**src/rtl/usb_stream_in.sv**
```systemverilog
// usb_stream_in: drains 16-bit samples from the read-back FIFO into a double-banked
// byte packet buffer and commits full, flushed or idle-timed-out packets to the IN endpoint.
module usb_stream_in #(
  parameter int PKT_BYTES    = 64,
  parameter int IDLE_TIMEOUT = 4800
) (
  input  logic        clk,
  input  logic        rst_n,
  input  logic        enable,
  input  logic        flush,
  input  logic        fifo_empty,
  output logic        fifo_rd_en,
  input  logic [15:0] fifo_rd_data,
  output logic        buf_we,
  output logic [6:0]  buf_addr,
  output logic [7:0]  buf_wr_data,
  output logic [1:0]  pkt_valid,
  output logic [6:0]  pkt_len0,
  output logic [6:0]  pkt_len1,
  input  logic [1:0]  pkt_done,
  output logic        fill_bank,
  output logic        busy
);
  localparam int TW = IDLE_TIMEOUT > 0 ? $clog2(IDLE_TIMEOUT + 1) : 1;
  localparam logic [6:0] PB = 7'(PKT_BYTES);
  localparam logic [TW-1:0] TMAX = TW'(IDLE_TIMEOUT);
  typedef enum logic [1:0] {IDLE, LO, HI, WAITB} state_e;
  state_e        state_q;
  logic [6:0]    count_q;
  logic [7:0]    hi_q;
  logic          flush_q;
  logic [TW-1:0] tmo_q;
  logic          fb_q;
  logic [1:0]    valid_q;
  logic [6:0]    len0_q, len1_q;
  logic [6:0]    count_d, len_d;
  logic [1:0]    valid_d;
  logic          pend, tmo_hit, idle_commit, hi_commit, commit, pop;
  assign count_d     = count_q + 7'd1;
  assign pend        = flush | flush_q;
  assign tmo_hit     = (IDLE_TIMEOUT != 0) && (tmo_q == TMAX);
  assign idle_commit = (state_q == IDLE) && (count_q != 7'd0) && (pend || tmo_hit);
  assign hi_commit   = (state_q == HI) && (count_d == PB);
  assign commit      = idle_commit | hi_commit;
  assign len_d       = hi_commit ? count_d : count_q;
  assign valid_d     = valid_q & ~pkt_done;
  // Gated by rst_n so nothing is popped while reset is held.
  assign pop = rst_n && (state_q == IDLE) && !idle_commit && enable && !fifo_empty && !valid_q[fb_q];
  assign fifo_rd_en  = pop;
  assign buf_we      = (state_q == LO) || (state_q == HI);
  assign buf_addr    = {fb_q, count_q[5:0]};
  assign buf_wr_data = (state_q == LO) ? fifo_rd_data[7:0] : (state_q == HI) ? hi_q : 8'h00;
  assign pkt_valid   = valid_q;
  assign pkt_len0    = len0_q;
  assign pkt_len1    = len1_q;
  assign fill_bank   = fb_q;
  assign busy        = (state_q != IDLE) || (count_q != 7'd0);
  always_ff @(posedge clk or negedge rst_n) begin
    if (!rst_n) begin
      state_q <= IDLE;
      count_q <= '0;
      hi_q    <= '0;
      flush_q <= 1'b0;
      tmo_q   <= '0;
      fb_q    <= 1'b0;
      valid_q <= '0;
      len0_q  <= '0;
      len1_q  <= '0;
    end else begin
      valid_q <= valid_d;
      // A flush seen mid-word is held until the word is complete.
      flush_q <= ((state_q == LO) || (state_q == HI)) && pend;
      case (state_q)
        IDLE: begin
          if (pop) begin
            state_q <= LO;
            tmo_q   <= '0;
          end else if (!idle_commit && enable && valid_q[fb_q]) begin
            state_q <= WAITB;
          end else if ((count_q != 7'd0) && fifo_empty && (tmo_q != TMAX)) begin
            tmo_q <= tmo_q + TW'(1);
          end
        end
        LO: begin
          hi_q    <= fifo_rd_data[15:8];
          count_q <= count_d;
          state_q <= HI;
        end
        HI: begin
          count_q <= count_d;
          state_q <= IDLE;
        end
        default: if (!valid_q[fb_q]) state_q <= IDLE;
      endcase
      if (commit) begin
        valid_q[fb_q] <= 1'b1;
        if (fb_q) len1_q <= len_d;
        else len0_q <= len_d;
        fb_q    <= ~fb_q;
        count_q <= '0;
        tmo_q   <= '0;
        state_q <= valid_d[~fb_q] ? WAITB : IDLE;
      end
    end
  end
endmodule
```
**config.mk**
```make
export PLATFORM = sky130hd
export DESIGN_NAME = usb_stream_in
export DESIGN_NICKNAME = d
export VERILOG_FILES = /design/src/rtl/usb_stream_in.sv
export SDC_FILE = /design/constraint.sdc
export NUM_CORES = 1
export LEC_CHECK = 0
export ABC_AREA = 1
export CAP_MARGIN = 5
export CELL_PAD_IN_SITES_DETAIL_PLACEMENT = 1
export CELL_PAD_IN_SITES_GLOBAL_PLACEMENT = 2
export CORE_MARGIN = 2
export CORE_UTILIZATION = 29
export DETAILED_ROUTE_END_ITERATION = 8
export PLACE_DENSITY = 0.91
export SLEW_MARGIN = 20
export SYNTH_ARGS = -nofsm -noshare
export SYNTH_HDL_FRONTEND = slang
export SYNTH_SLANG_ARGS = --single-unit
```
**constraint.sdc**
```tcl
create_clock -name clk -period 2.2 [get_ports clk]
set_clock_uncertainty 0.15 [all_clocks]
set_input_delay 0.33 -clock clk [delete_from_list [all_inputs] [get_ports clk]]
set_output_delay 0.33 -clock clk [all_outputs]
set_load 0.02 [all_outputs]
```
==> results of run 1 <==
[worst max-delay path, stage by stage (launching register included)]
cell and delay, ns:
dfrtp_1 0.43, inv_2 0.10, ha_4 0.13, inv_2 0.03, nor2_2 0.12, nand3_2 0.08, nand2_1 0.09, inv_2 0.05
nand2_4 0.07, buf_8 0.13, inv_4 0.05, nor2_8 0.17, buf_4 0.19, nand2_2 0.13, o21ai_0 0.17
[per-layer routing]
metal / wire length [microns] / GRT usage / up-vias
li1: - / - / 1494
met1: 4470 / 0.233 / 1491
met2: 4510 / 0.277 / 59
met3: 274 / 0.0276 / 14
met4: 173 / 0.0592 / 0
met5: 0 / 0 / -
[what timing repair did]
item                       in CTS  in global routing
pin swaps                       1                 14
setup endpoints to repair      40                 48
buffers inserted                3                  4
gates resized for setup        44                 72
[stage by stage]
stage | TNS [ns] | cells | total power, mW | hold WS (ns)
3_5_place_dp | -2.02 | 639 | 4.28 | 0.313
4_1_cts | 0 | 650 | 5.20 | 0.0401
3_3_place_gp | -0.122 | 639 | 4.18 | 0.304
6_report | 0 | 654 | 5.49 | 0.0133
5_1_grt | -2.26 | 654 | 5.87 | 0.0531
2_1_floorplan | 0 | 419 | 3.05 | -0.116
[logic make-up after synthesis]
logic type,synth area share
compound gates,0.0621
simple gates,0.383
xor+xnor,0.0203
flops,0.397
buf+inv,0.105
fa+ha+maj,0.0331
[Yosys cell counts (6+ instances only)]
cell type	instances	area [sq um]
inv_1	41	154
nand2_1	164	616
o21ai_0	10	50.1
dfrtp_1	48	1200
buf_4	8	60.1
nand4_1	6	37.5
a21oi_1	8	40.0
o21ai_2	8	70.1
nor2_1	31	116
xor2_1	6	52.6
nand2_2	6	37.5
ha_1	8	100
nand3_1	33	165
[sequential cells by signal, indices dropped and copies added (netlist names)]
name and cells:
hi_q 8, pkt_valid 2, fill_bank 1, pkt_len0 7
tmo_q 13, count_q 7, pkt_len1 7, state_q 2
flush_q 1
[power by group]
part           switching, mW  internal (mW)
clock network          0.344          0.458
registers              0.140           1.13
logic                   2.00           1.41
total                   2.49           3.00
[how the worst min path moves through the flow]
stage / endpoint / startpoint / slack, ns
floorplan: count_q[0] / rst_n / -0.12
global placement: pkt_len1[1] / pkt_len1[1] / 0.30
detailed placement: pkt_len1[0] / pkt_len1[0] / 0.31
CTS: count_q[4] / rst_n / 0.04
global route: count_q[0] / rst_n / 0.05
finish: count_q[0] / rst_n / 0.01
[final cells by class]
class,instances,area (sq um),share of cell area
Clock buffer,5,68.8,0.0157
Clock inverter,3,68.8,0.0157
Inverter,47,189,0.0432
Multi-Input combinational cell,306,1690,0.387
Sequential cell,48,1200,0.275
Tap cell,136,170,0.0389
Timing Repair Buffer,109,982,0.225
==> metrics.yaml, run 1 <==
outcome:
  outcome: "finished clean"
sta:
  tightest_slew_ns: 0.652
  rsz0062_at_grt: "yes"
  fmax_mhz: 461
  finalMaxSlewViolations: 0
  worst_slack_ns: 0.0285
  period_needed_ns: 2.17
  timing.final.crit_share: 0.987
  finalSetupViolCount: 0
  slew_headroom: 0.565
  finalHoldViolCount: 0
synthesis:
  syn_nets: 450
  ys_ff_latch: 48
  async_flop_share: 1.00
  syn_inst: 419
  synth_edf_count: 0
  synth.distinct_cells: 32
  yosysSeqAreaShare: 0.397
  synth_area_sq_um: 3020
  synth-main-ff-cell: "dfrtp_1"
  yosys_warnings: 0
  avgSynthCellArea_sq_um: 7.22
final_layout:
  final_common_cell: "nand2_1"
  nets: 548
  fin_util: 0.427
  mostFrequentLayoutCells: "nand2_1 (152), dfrtp_1 (47), clkdlybuf4s50_1 (45), buf_4 (41), inv_1 (32)"
  layout-drive-gt1-share: 0.272
  synthToLayoutAreaGrowth_pct: 44.6
  final_area_sq_um: 4370
  diodes: 0
  n_fill_cell: 1239
drt:
  drtPass1Iterations: 4
  routedWlPerCell_microns: 14.4
  num_vias: 3058
  avgViaCountPerCell: 4.68
  drtAntennaViolNets: 0
  drc: 0
  routed_wl_mm: 9.43
  drt_iter0_markers: 89
clocking:
  cts_buffers: 5
  clock_latency_ns: 0.32
  clkSinkCount: 48
  cts_root_buf: "clkbuf_8"
  cts.reportedPaths.clkPinSlew_ns: 0.10
  cts_tree: "built"
  clockBufferDepth: 2
  cts_hold_buf: 0
  htreeDepth: 2
pwr:
  p_leak_nw: 2.21
  ir_worst_vdd_mv: 0.606
  p_per_area_nw_per_um2: 1250
place:
  post_dp_cell_area_sq_um: 3970
  portBuffers: 57
  dp_hpwl_mm: 6.80
  place_congestion: 0.811
  dp_slack_ns: -0.141
setup_path:
  reg2regPathDepth: 14
  endpoint: "count_q[6]"
  reg2reg_slack_ns: 0.03
  crit_type: "flop to flop"
  required_ns: 2.30
  timing.rr.start: "count_q[1]"
  cp-start-kind: "flop"
  crit_path_start: "count_q[1]"
  worstPathArrival_ns: 2.27
  worst_setup_path_end_kind: "flop"
  critical_path.max_fanout: 7
  worstReg2RegEnd: "count_q[6]"
grt:
  grt_pass1_wl_mm: 15.6
  antenna_found_initial: 0
  grt_start_max_net_pins: 49
  first_global_vias: 3215
  overflow: 0
  track_usage: 0.172
floorplanning:
  die_y_microns: 106
  die_area_sq_um: 11300
  io_pins: 58
  start_util: 0.296
  die_x_microns: 106
  core_area_sq_um: 10200
  num_rows: 37
job:
  maxCapViolCount: 0
min_path:
  hp-class: "input port to asynchronous set/reset pin"
(Power assumes the default switching activity.)
==> inputs of run 2 (changes only) <==
--- a/config.mk
+++ b/config.mk
@@ -11,6 +11,7 @@
 export CELL_PAD_IN_SITES_GLOBAL_PLACEMENT = 2
 export CORE_MARGIN = 2
 export CORE_UTILIZATION = 29
+export CTS_CLUSTER_SIZE = 10
 export DETAILED_ROUTE_END_ITERATION = 8
 export PLACE_DENSITY = 0.91
 export SLEW_MARGIN = 20
==> results of run 2 <==
Final layout, timing and power as in run 1 (identical DEF).
